$ cat src/rtl/seq_mux_n.sv
// -----------------------------------------------------------------------------
// seq_mux_n
//
// Purpose:
//   N-channel, W-bit-per-channel multiplexer with a registered output stage
//   and a valid/ready output handshake. Two selection modes:
//     - manual (mode=0): the channel comes from the s input
//     - scan   (mode=1): an internal pointer walks the channels round-robin,
//                        advancing only when a sample is actually loaded
//   A one-cycle scan_done pulse accompanies the sample from the last channel
//   of a scan pass.
//
// Optional feature:
//   Define SEQ_MUX_MASK_EN to add the en_mask[N-1:0] input (1 = channel
//   enabled). Scan skips disabled channels, manual selection of a disabled
//   channel loads nothing, and scan_done marks the highest enabled channel.
//   Without the macro every channel is treated as enabled.
//
// Parameters:
//   N   number of input channels (2..64)
//   W   bits per channel
//   SW  select/pointer width, 2**SW >= N
//
// Ports:
//   clk        in   clock, all state updates on the rising edge
//   rst        in   synchronous active-high reset
//   ip         in   N*W flattened channel data, channel k = ip[k*W +: W]
//   ip_vld     in   request to load one sample
//   s          in   manual channel select (mode=0)
//   mode       in   0 = manual, 1 = scan
//   en_mask    in   per-channel enable (only with SEQ_MUX_MASK_EN)
//   op         out  registered selected data
//   op_ch      out  channel index of the data in op
//   op_vld     out  op/op_ch hold a valid sample
//   op_rdy     in   consumer accepts the sample
//   scan_done  out  one-cycle pulse with the last channel of a scan pass
// -----------------------------------------------------------------------------
module seq_mux_n #(
  parameter int N  = 8,
  parameter int W  = 8,
  parameter int SW = 3
) (
  input  logic           clk,
  input  logic           rst,
  input  logic [N*W-1:0] ip,
  input  logic           ip_vld,
  input  logic [SW-1:0]  s,
  input  logic           mode,
`ifdef SEQ_MUX_MASK_EN
  input  logic [N-1:0]   en_mask,
`endif
  output logic [W-1:0]   op,
  output logic [SW-1:0]  op_ch,
  output logic           op_vld,
  input  logic           op_rdy,
  output logic           scan_done
);

  localparam logic [SW-1:0] LAST_CH = SW'(N - 1);
  localparam logic [SW-1:0] ZERO_CH = {SW{1'b0}};
  localparam logic [SW-1:0] ONE_CH  = SW'(1);

  // ---------------------------------------------------------------------------
  // Helper functions
  // ---------------------------------------------------------------------------

  // True when sel names an existing, enabled channel. Out-of-range selects
  // (possible when N is not a power of two) match no k and report false.
  function automatic logic chan_ok(input logic [SW-1:0] sel,
                                   input logic [N-1:0]  mask);
    logic ok;
    ok = 1'b0;
    for (int k = 0; k < N; k++) begin
      if (SW'(k) == sel) begin
        ok = mask[k];
      end else begin
        ok = ok;
      end
    end
    return ok;
  endfunction

  // Circular search for the first enabled channel at or after start.
  // Returns {found, index}. The first pass covers start..N-1; the second
  // pass wraps to 0..start-1 and is only used if the first found nothing.
  function automatic logic [SW:0] scan_pick(input logic [N-1:0]  mask,
                                            input logic [SW-1:0] start);
    logic          hit_hi;
    logic          hit_lo;
    logic [SW-1:0] idx_hi;
    logic [SW-1:0] idx_lo;
    hit_hi = 1'b0;
    hit_lo = 1'b0;
    idx_hi = ZERO_CH;
    idx_lo = ZERO_CH;
    for (int k = 0; k < N; k++) begin
      if (mask[k] && (SW'(k) >= start) && !hit_hi) begin
        hit_hi = 1'b1;
        idx_hi = SW'(k);
      end else begin
        hit_hi = hit_hi;
      end
      if (mask[k] && !hit_lo) begin
        hit_lo = 1'b1;
        idx_lo = SW'(k);
      end else begin
        hit_lo = hit_lo;
      end
    end
    if (hit_hi) begin
      return {1'b1, idx_hi};
    end else begin
      return {hit_lo, idx_lo};
    end
  endfunction

  // Highest-index enabled channel; defines the end of a scan pass.
  function automatic logic [SW-1:0] last_enabled(input logic [N-1:0] mask);
    logic [SW-1:0] idx;
    idx = ZERO_CH;
    for (int k = 0; k < N; k++) begin
      if (mask[k]) begin
        idx = SW'(k);
      end else begin
        idx = idx;
      end
    end
    return idx;
  endfunction

  // Data slice for channel ch; unmatched indices yield zero.
  function automatic logic [W-1:0] chan_data(input logic [N*W-1:0] data,
                                             input logic [SW-1:0]  ch);
    logic [W-1:0] d;
    d = {W{1'b0}};
    for (int k = 0; k < N; k++) begin
      if (SW'(k) == ch) begin
        d = data[k*W +: W];
      end else begin
        d = d;
      end
    end
    return d;
  endfunction

  // ---------------------------------------------------------------------------
  // State
  // ---------------------------------------------------------------------------
  logic [W-1:0]  op_q,        op_d;
  logic [SW-1:0] op_ch_q,     op_ch_d;
  logic          op_vld_q,    op_vld_d;
  logic          scan_done_q, scan_done_d;
  logic [SW-1:0] ptr_q,       ptr_d;

  logic [N-1:0]  mask;
  logic          free;
  logic          found;
  logic [SW-1:0] sel_ch;
  logic [SW:0]   pick;
  logic          load;
  logic [SW-1:0] ptr_next;

  // Effective channel enables: the mask port when compiled in, else all on.
`ifdef SEQ_MUX_MASK_EN
  assign mask = en_mask;
`else
  assign mask = {N{1'b1}};
`endif

  // Channel selection, load decision and next-state for the output stage.
  always_comb begin
    free        = !op_vld_q || op_rdy;
    pick        = scan_pick(mask, ptr_q);
    found       = 1'b0;
    sel_ch      = ZERO_CH;
    load        = 1'b0;
    ptr_next    = ZERO_CH;
    op_d        = op_q;
    op_ch_d     = op_ch_q;
    op_vld_d    = op_vld_q;
    scan_done_d = 1'b0;
    ptr_d       = ptr_q;

    if (mode) begin
      found  = pick[SW];
      sel_ch = pick[SW-1:0];
    end else begin
      found  = chan_ok(s, mask);
      sel_ch = s;
    end

    load = free && ip_vld && found;

    // Pointer continues just past the channel that was served, wrapping at
    // N-1; with no masking sel_ch equals ptr_q so this is plain round-robin.
    if (sel_ch == LAST_CH) begin
      ptr_next = ZERO_CH;
    end else begin
      ptr_next = sel_ch + ONE_CH;
    end

    if (load) begin
      op_d        = chan_data(ip, sel_ch);
      op_ch_d     = sel_ch;
      op_vld_d    = 1'b1;
      scan_done_d = mode && (sel_ch == last_enabled(mask));
    end else if (free) begin
      op_vld_d    = 1'b0;
    end else begin
      // Stalled: hold everything; scan_done stays a single-cycle pulse.
      op_vld_d    = op_vld_q;
    end

    // Manual mode parks the pointer at 0 so the next scan starts at channel 0.
    if (!mode) begin
      ptr_d = ZERO_CH;
    end else if (load) begin
      ptr_d = ptr_next;
    end else begin
      ptr_d = ptr_q;
    end
  end

  // Output register stage and scan pointer, synchronous reset.
  always_ff @(posedge clk) begin
    if (rst) begin
      op_q        <= {W{1'b0}};
      op_ch_q     <= ZERO_CH;
      op_vld_q    <= 1'b0;
      scan_done_q <= 1'b0;
      ptr_q       <= ZERO_CH;
    end else begin
      op_q        <= op_d;
      op_ch_q     <= op_ch_d;
      op_vld_q    <= op_vld_d;
      scan_done_q <= scan_done_d;
      ptr_q       <= ptr_d;
    end
  end

  assign op        = op_q;
  assign op_ch     = op_ch_q;
  assign op_vld    = op_vld_q;
  assign scan_done = scan_done_q;

endmodule

$ cat config.mk
export PLATFORM = sky130hd
export DESIGN_NAME = seq_mux_n
export DESIGN_NICKNAME = d
export VERILOG_FILES = /design/src/rtl/seq_mux_n.sv
export SDC_FILE = /design/constraint.sdc
export NUM_CORES = 1
export LEC_CHECK = 0
export ABC_AREA = 1
export BUFFER_PORTS_ARGS = -buffer_cell sky130_fd_sc_hd__buf_2
export CORE_MARGIN = 2
export CORE_UTILIZATION = 29
export CTS_CLUSTER_DIAMETER = 80
export DETAILED_ROUTE_END_ITERATION = 7
export GPL_TIMING_DRIVEN = 1
export PLACE_DENSITY_LB_ADDON = 0.1
export SYNTH_ARGS = -nofsm -noshare
export SYNTH_HDL_FRONTEND = slang
export SYNTH_SLANG_ARGS = --single-unit
$ cat constraint.sdc
create_clock -name clk -period 5.5 [get_ports clk]
set_input_delay 0.825 -clock clk [delete_from_list [all_inputs] [get_ports clk]]
set_output_delay 0.825 -clock clk [all_outputs]
set_load 0.02 [all_outputs]
==> flow_metrics.py, run 1 <==
metrics = {
    "logic_synthesis": {
        "yosys-top-cells-area": "dfxtp_1 20%, nand2_1 19%, inv_1 9.0%",
        "synth-edff-count": 0,
        "synth_top_area_share_pct": 19.63,
        "yosysTopAreaCell": "dfxtp_1",
        "synth.distinct_cells": 31,
        "synth_most_common_cell": "nand2_1",
        "synth_area_per_cell_sq_um": 5.911,
        "synth.net_count": 354,
        "ys_seq_area_share_pct": 19.63,
        "ys_ff_latch": 16,
        "yosys_warnings": 0,
        "yosys-top-cells-count": "83 x nand2_1, 39 x inv_1, 25 x nand3_1",
        "async_flop_share_pct": 0,
        "syn-cell-area_sq_um": 1632,
        "synth_flop_cell": "dfxtp_1",
        "postSynthCellCount": 276,
    },
    "worst_hold_path": {
        "worstHoldPathCells": 2,
        "hp-class": "register to register",
    },
    "grt": {
        "grt_max_degree": 17,
        "grtUsageMet3_pct": 3.523,
        "grt_first_pass_wirelength_microns": 7893,
        "antenna_found_initial": 0,
        "grt_overflow_total": 0,
        "grtUsageMet1_pct": 20.08,
        "busiest_layer": "met2",
        "grt_pass1_vias": 1787,
        "global_route.usage.total_pct": 15.71,
        "use_met2_pct": 28.14,
    },
    "placement": {
        "globalplace.congestion": 0.7851,
        "place_inst": 424,
        "portBuffers": 84,
        "hpwl_microns": 3925,
    },
    "clocking": {
        "cts_made_buffers": 3,
        "htree_levels": 1,
        "path_clk_slew_ns": 0.06,
        "hold_buffers": 0,
        "clock_latency_ns": 0.25,
        "cts_resized": 0,
        "cts-root-buf": "clkbuf_8",
        "post_cts_buffers": 0,
        "clockBufferDepth": 2,
        "cts.sinks": 16,
        "cts_tree": "yes",
    },
    "routing": {
        "drt_iter0_markers": 62,
        "finalWirelength_microns": 4859,
        "wl_per_cell_microns": 11.35,
        "dr.pass1.iters": 4,
        "routed-via-count": 1930,
        "drc": 0,
        "vias_per_cell": 4.509,
        "ant_nets": 0,
    },
    "worst_setup_path": {
        "rr_worst_depth": 13,
        "path_class": "primary input to register",
        "cp-end-kind": "register",
        "crit_top_cell": "nand2_1",
        "start_kind": "primary input",
        "crit_fanout": 15,
        "crit_family": "simple AND/OR/NAND/NOR gates",
        "crit_arrival_ns": 3.12,
        "timing.critical_path.required_ns": 5.69,
        "crit_buf_inv": 3,
        "crit_chain": "buf_2 -> inv_2 -> or2_2 -> o21ai_0 -> ha_1 -> inv_1 -> nor2_2 -> nand2_1 -> nand3_1 -> nand3_1 -> nand2_1 -> nand2_1 -> nand2_1 -> nand2_1 -> a21oi_2",
        "crit_slowest_cell": "ha_1",
        "crit_cells": 15,
        "worst_path_largest_cell_delay_ns": 0.61,
    },
    "final_layout": {
        "drive_gt1_share_pct": 32.87,
        "area_delta_synth_final_pct": 31.21,
        "diodes": 0,
        "nNetsFinal": 435,
        "instances_no_fill": 428,
    },
    "sta": {
        "slew_violations": 0,
        "tightest_slew_ns": 0.5701,
        "final-setup-viol-count": 0,
        "finalSetupTns_ns": 0,
        "fmax_mhz": 341.2,
        "post-route-period-util_pct": 53.29,
        "rsz0062_at_grt": "false",
        "fin_skew_ns": 0.001238,
        "hold_viol": 0,
        "period_needed_ns": 2.931,
        "slew_headroom_pct": 61.99,
    },
    "run_status": {
        "status": "completed",
    },
    "floorplan": {
        "die_w_microns": 79.01,
        "core_area_sq_um": 5473,
        "die_area_sq_um": 6242,
        "start_util_pct": 29.81,
        "die_y_microns": 79.01,
        "io-pin-count": 85,
        "rows": 27,
    },
    "pwr": {
        "power_density_nw_per_um2": 183.4,
        "p_leak_nw": 1.234,
        "peakVddDrop_v": 0.0001360,
    },
    "job": {
        "max_cap_viol_count": 0,
    },
}
[metrics by stage]
step | setup slack, ns | hold WS (ns) | utilization (%) | power, W | cell area, sq um
finish | 2.569 | 0.4617 | 39.12 | 0.0003926 | 2141
global route | 2.209 | 0.4932 | 39.12 | 0.0004246 | 2141
CTS | 2.528 | 0.4666 | 39.12 | 0.0003975 | 2141
detailed placement | 2.281 | 0.4560 | 38.11 | 0.0002918 | 2086
global placement | 2.324 | 0.4553 | 38.11 | 0.0002927 | 2086
floorplan | 2.887 | 0.4701 | - | 0.0002393 | 1632
[report_power, final]
group / internal (W) / switching (W)
sequential: 0.000125 / 0.00000459
clock: 0.0000635 / 0.0000414
combinational: 0.0000624 / 0.0000957
total: 0.000251 / 0.000142
[worst reg2reg max path, delay by kind of cell, from the launching register on]
family                     cells  cell delay [ns]
AOI/OAI and AO/OA              2             0.29
adders and majority gates      1             0.61
buffers and inverters          1             0.21
DFF                            1             0.31
and+or+nand+nor                9             0.96
[registers in the layout (all words and copies together), names as in the netlist]
signal     flops
op             8
op_ch          3
ptr_q          3
op_vld         1
scan_done      1
[cell type report]
class,count,area (sq um)
Sequential cell,16,320.3
Inverter,51,193.9
Timing Repair Buffer,84,420.4
Fill cell,631,3332
Tap cell,72,90.09
Clock buffer,4,55.05
Multi-Input combinational cell,201,1061
[worst paths after layout]
path,end,start,slack (ns)
setup reg to reg,op[3],ptr_q[1],3.08
hold / removal,op[4],op[4],0.46
setup / recovery,op[3],mode,2.57
hold reg to reg,op[4],op[4],0.46
[layer usage]
layer | part of all wire, % | vias up
met2 | 48 | 57
li1 | - | 1029
met4 | 0.33 | 0
met1 | 46 | 842
met5 | 0 | -
met3 | 5.7 | 2
[kinds of logic after synthesis]
| family | share of synthesized area, % |
|---|---|
| AND/OR/NAND/NOR | 46.63 |
| adder cells (fa/ha/maj) | 4.601 |
| flip-flops | 19.63 |
| buffers and inverters | 15.34 |
| AO/OA/AOI/OAI | 13.80 |
[cells in the final DEF (no fill, tap or decap), types with 6 or more instances in the layout]
master / n
dfxtp_1: 16
inv_2: 8
buf_2: 84
inv_1: 39
ha_1: 6
o21ai_0: 16
a21oi_1: 15
nand3_1: 25
nand2_1: 83
nor2_1: 14
nand4_1: 8
Note: power is estimated with default switching activity, not from simulation.
==> inputs of run 2 (changes only) <==
- clock period: 5.5 -> 2.6 ns (I/O delays scaled with it)
==> run 2 against run 1 <==
Effect of this change: final cell count is 0.93% higher; power is 100% higher; hold slack worse by 0.051 ns; via count down 0.78%; utilization is 0.43 points higher; sequential power rose by 110%; clock power up 79%; combinational power is 120% higher; non-clock buffer count is 5 higher; critical path depth up 1; flip-flop and latch count unchanged; highest routed layer unchanged.
==> flow_metrics.py, run 2 (synthesized netlist as in run 1, its figures left out) <==
metrics = {
    "placement": {
        "globalplace.congestion": 0.8040,
        "pre_cts_ws_ns": 0.04644,
        "portBuffers": 84,
        "hpwl_microns": 3927,
        "place_inst": 429,
        "dpl_cell_area_sq_um": 2123,
    },
    "pwr": {
        "power_density_nw_per_um2": 370.3,
        "internal_power_w": 0.0005045,
        "clkPwrFrac_pct": 23.4,
        "combPwrFrac_pct": 42.5,
        "peakVddDrop_v": 0.0002001,
        "power.total_w": 0.0008016,
        "seqPwrFrac_pct": 34.1,
        "power.switching_w": 0.0002971,
        "power.share.switching_pct": 37.06,
        "p_leak_nw": 1.251,
    },
    "worst_setup_path": {
        "cp-end-kind": "register",
        "crit_chain": "or2_2 -> o21ai_0 -> inv_1 -> ha_1 -> ha_1 -> inv_1 -> nand2_1 -> inv_1 -> nand2_1 -> nand2_1 -> nand2_1 -> nand2_1 -> nand2_1 -> nand2_1 -> nand2_1 -> a21oi_1",
        "r2r_slack_ns": 0.32,
        "start_kind": "register",
        "worst_path_largest_cell_delay_ns": 0.32,
        "crit_fanout": 9,
        "path_class": "register to register",
        "rr_worst_depth": 16,
        "rr_endpoint": "op[5]",
        "crit_buf_inv": 3,
        "worstReg2RegStart": "ptr_q[1]",
        "crit_arrival_ns": 2.46,
        "crit_family": "simple AND/OR/NAND/NOR gates",
        "crit_slowest_cell": "dfxtp_1",
        "crit_top_cell": "nand2_1",
        "timing.critical_path.required_ns": 2.78,
    },
    "grt": {
        "grt_overflow_total": 0,
        "grt_pass1_vias": 1845,
        "busiest_layer": "met2",
        "grt_first_pass_wirelength_microns": 8045,
        "grt_max_degree": 17,
        "grtUsageMet1_pct": 20.71,
        "global_route.usage.total_pct": 16.02,
        "use_met2_pct": 27.97,
        "antenna_found_initial": 0,
        "grtUsageMet3_pct": 2.955,
    },
    "final_layout": {
        "area_delta_synth_final_pct": 32.67,
        "drive_gt1_share_pct": 33.61,
        "mostFrequentLayoutCells": "84 x buf_2, 83 x nand2_1, 39 x inv_1, 25 x nand3_1",
        "largest_register_ffs": 8,
        "instances_no_fill": 432,
        "diodes": 0,
        "nNetsFinal": 440,
        "fin_area_sq_um": 2165,
        "layout_commonest_cell": "buf_2",
    },
    "routing": {
        "routed-via-count": 1915,
        "drc": 0,
        "vias_per_cell": 4.433,
        "finalWirelength_microns": 4831,
        "wl_per_cell_microns": 11.18,
        "dr.pass1.iters": 4,
        "drt_iter0_markers": 44,
        "ant_nets": 0,
    },
    "clocking": {
        "path_clk_slew_ns": 0.06,
        "htree_levels": 1,
        "cts-root-buf": "clkbuf_8",
        "cts_resized": 0,
        "clockBufferDepth": 2,
        "post_cts_buffers": 0,
        "cts_tree": "yes",
        "cts.sinks": 16,
        "hold_buffers": 0,
        "cts_made_buffers": 3,
        "clock_latency_ns": 0.25,
    },
    "floorplan": {
        "die_y_microns": 79.01,
        "rows": 27,
        "start_util_pct": 29.81,
        "die_area_sq_um": 6242,
        "io-pin-count": 85,
        "die_w_microns": 79.01,
        "core_area_sq_um": 5473,
    },
    "sta": {
        "final-setup-viol-count": 0,
        "slew_headroom_pct": 70.09,
        "fmax_mhz": 437.9,
        "rsz0062_at_grt": "false",
        "setup_slack_ns": 0.3162,
        "post-route-period-util_pct": 87.84,
        "tightest_slew_ns": 0.4482,
        "finalSetupTns_ns": 0,
        "period_needed_ns": 2.284,
        "slew_violations": 0,
        "fin_skew_ns": 0.002646,
        "hold_viol": 0,
    },
    "worst_hold_path": {
        "min_to": "op_vld",
        "min_from": "op_rdy",
        "hp-class": "primary input to register",
        "worstHoldPathCells": 4,
    },
    "job": {
        "max_cap_viol_count": 0,
    },
    "run_status": {
        "status": "completed",
    },
}
## run 2: changes by cell type in the layout (fill, tap and decap cells not counted)
| cell | delta |
|---|---|
| clkbuf_8 | -1 |
| buf_4 | +5 |
## run 2: layer usage
layer,vias to the layer above,part of all wire (%)
met5,-,0
met1,821,46
met4,0,1.3
met2,52,47
met3,6,5.6
li1,1036,-
## run 2: final cells by class
class | instances | area, sq um
sequential | 16 | 320.3
clock buffer | 3 | 41.29
inverter | 51 | 193.9
tap | 72 | 90.09
multi-input combinational | 201 | 1061
fill | 670 | 3308
timing repair buffer | 89 | 457.9
## run 2: power groups by stage
stage	Clock (W)	Sequential, W	Combinational, W
after global placement	0	0.000279	0.000345
after global routing	0.000210	0.000275	0.000392
after floorplan	0	0.000300	0.000207
final	0.000188	0.000274	0.000340
after detailed placement	0	0.000279	0.000345
after CTS	0.000197	0.000274	0.000347
## run 2: stage by stage
step / hold slack, ns / utilization, %
after floorplan: 0.4701 / -
after global placement: 0.4531 / 38.80
after detailed placement: 0.4582 / 38.80
after CTS: 0.4137 / 39.55
after global routing: 0.4343 / 39.55
final: 0.4108 / 39.55
## run 2: tightest hold or removal path, cell delays in order
cell and delay (ns):
buf_2 0.07, inv_1 0.03, nand2_1 0.06, a21oi_1 0.06
## run 2: worst max path at each step
stage,from,end,slack [ns],depth (start not counted)
CTS,ptr_q[1],op[4],0.30,16
finish,ptr_q[1],op[5],0.32,16
detailed placement,mode,op[4],0.05,18
floorplan,mode,op[4],0.42,18
global route,mode,op[0],0.06,18
global placement,mode,op[4],0.12,18
==> inputs of run 3 (changes only) <==
- CELL_PAD_IN_SITES_DETAIL_PLACEMENT: not set -> 0
- CELL_PAD_IN_SITES_GLOBAL_PLACEMENT: not set -> 1
- CORE_UTILIZATION: 29 -> 26
==> run 3 against run 2 <==
Effect of this change: worst setup slack improved by 0.091 ns; cell area rose by 1.2%; final cell count up 1.2%; global-route usage is 0.56 points lower; flip-flop and latch count unchanged; maximum frequency grew 4.2%; count of clock-buffer cells in the layout increased by 1; largest power group unchanged; highest routed layer unchanged.
==> flow_metrics.py, run 3 (synthesized netlist as in run 1, its figures left out) <==
metrics = {
    "routing": {
        "finalWirelength_microns": 5134,
        "ant_nets": 0,
        "wl_per_cell_microns": 11.75,
        "routed-via-count": 1896,
        "vias_per_cell": 4.339,
        "drt_iter0_markers": 76,
        "drc": 0,
        "dr.pass1.iters": 4,
    },
    "sta": {
        "rsz0062_at_grt": "false",
        "fin_skew_ns": 0.004448,
        "hold_viol": 0,
        "holdWs_ns": 0.4159,
        "setup_slack_ns": 0.4073,
        "period_needed_ns": 2.193,
        "tightest_slew_ns": 0.4395,
        "slew_headroom_pct": 70.67,
        "final-setup-viol-count": 0,
        "fmax_mhz": 456.1,
        "slew_violations": 0,
        "finalSetupTns_ns": 0,
        "post-route-period-util_pct": 84.34,
    },
    "clocking": {
        "cts_resized": 0,
        "cts-root-buf": "clkbuf_8",
        "hold_buffers": 0,
        "htree_levels": 1,
        "cts_made_buffers": 3,
        "clockBufferDepth": 2,
        "clock_latency_ns": 0.25,
        "cts_tree": "yes",
        "cts.sinks": 16,
        "path_clk_slew_ns": 0.07,
        "post_cts_buffers": 0,
    },
    "worst_setup_path": {
        "start_kind": "primary input",
        "crit_arrival_ns": 2.33,
        "crit_fanout": 9,
        "cp-end-kind": "register",
        "timing.critical_path.required_ns": 2.73,
        "path_class": "primary input to register",
    },
    "floorplan": {
        "core_area_sq_um": 5991,
        "start_util_pct": 27.23,
        "die_area_sq_um": 6925,
        "rows": 28,
        "io-pin-count": 85,
        "die_y_microns": 83.22,
        "die_w_microns": 83.22,
    },
    "final_layout": {
        "final-seq-area_sq_um": 320.3,
        "diodes": 0,
        "finish.utilization_pct": 36.55,
        "mostFrequentLayoutCells": "84 x buf_2, 83 x nand2_1, 39 x inv_1, 25 x nand3_1",
        "area_delta_synth_final_pct": 34.20,
        "multi_input_area_sq_um": 1061,
        "drive_gt1_share_pct": 33.98,
        "largest_register_ffs": 8,
        "layout_commonest_cell": "buf_2",
        "fillers": 701,
        "nNetsFinal": 441,
    },
    "pwr": {
        "peakVddDrop_v": 0.0002245,
        "power_density_nw_per_um2": 385.5,
        "power.total_w": 0.0008440,
        "p_leak_nw": 1.263,
    },
    "placement": {
        "globalplace.congestion": 0.7678,
        "portBuffers": 84,
        "pre_cts_ws_ns": 0.1368,
        "hpwl_microns": 4233,
    },
    "worst_hold_path": {
        "hp-class": "primary input to register",
    },
    "grt": {
        "grt_pass1_vias": 1896,
        "grt_max_degree": 16,
        "grt_first_pass_wirelength_microns": 8866,
        "antenna_found_initial": 0,
        "global_route.usage.total_pct": 15.46,
        "grt_overflow_total": 0,
    },
    "job": {
        "max_cap_viol_count": 0,
    },
    "run_status": {
        "status": "completed",
    },
}
## run 3: area by class of cell
| class | count | share of cell area (%) |
|---|---|---|
| multi-input combinational | 201 | 48.46 |
| sequential | 16 | 14.63 |
| tap | 75 | 4.286 |
| timing repair buffer | 90 | 21.26 |
| clock buffer | 4 | 2.514 |
| inverter | 51 | 8.857 |
## run 3: worst paths after layout
kind,cells past startpoint,slack [ns],startpoint,endpoint
hold reg to reg,2,0.47,op[5],op[5]
setup reg to reg,13,0.42,ptr_q[1],op[0]
setup / recovery,15,0.41,mode,op[0]
hold / removal,4,0.42,op_rdy,op_vld
## run 3: metal layers
metal	global-route usage, %	routed length [microns]	up-vias
li1	-	-	1035
met1	21.58	2510	802
met2	25.15	2298	57
met3	3.579	305	2
met4	1.341	19	0
met5	0	0	-
## run 3: metrics by stage
| step | cells | instance area (sq um) |
|---|---|---|
| floorplan | 276 | 1632 |
| global placement | 433 | 2135 |
| detailed placement | 433 | 2135 |
| CTS | 437 | 2190 |
| global route | 437 | 2190 |
| finish | 437 | 2190 |
## run 3: critical path, cell delays in order
cell and delay [ns]:
buf_2 0.15, inv_2 0.05, or2_2 0.26, o21ai_0 0.17, ha_1 0.33, inv_1 0.15
nor2_8 0.20, inv_4 0.07, or2_0 0.21, nand2_1 0.07, nand2_1 0.04, nand2_1 0.07
nand2_1 0.05, nand2_1 0.05, a21oi_1 0.05
## run 3: power breakdown
| part | total, W | internal [W] | switching [W] |
|---|---|---|---|
| registers | 0.000275 | 0.000264 | 0.0000101 |
| logic | 0.000346 | 0.000138 | 0.000208 |
| clock network | 0.000223 | 0.000134 | 0.0000892 |
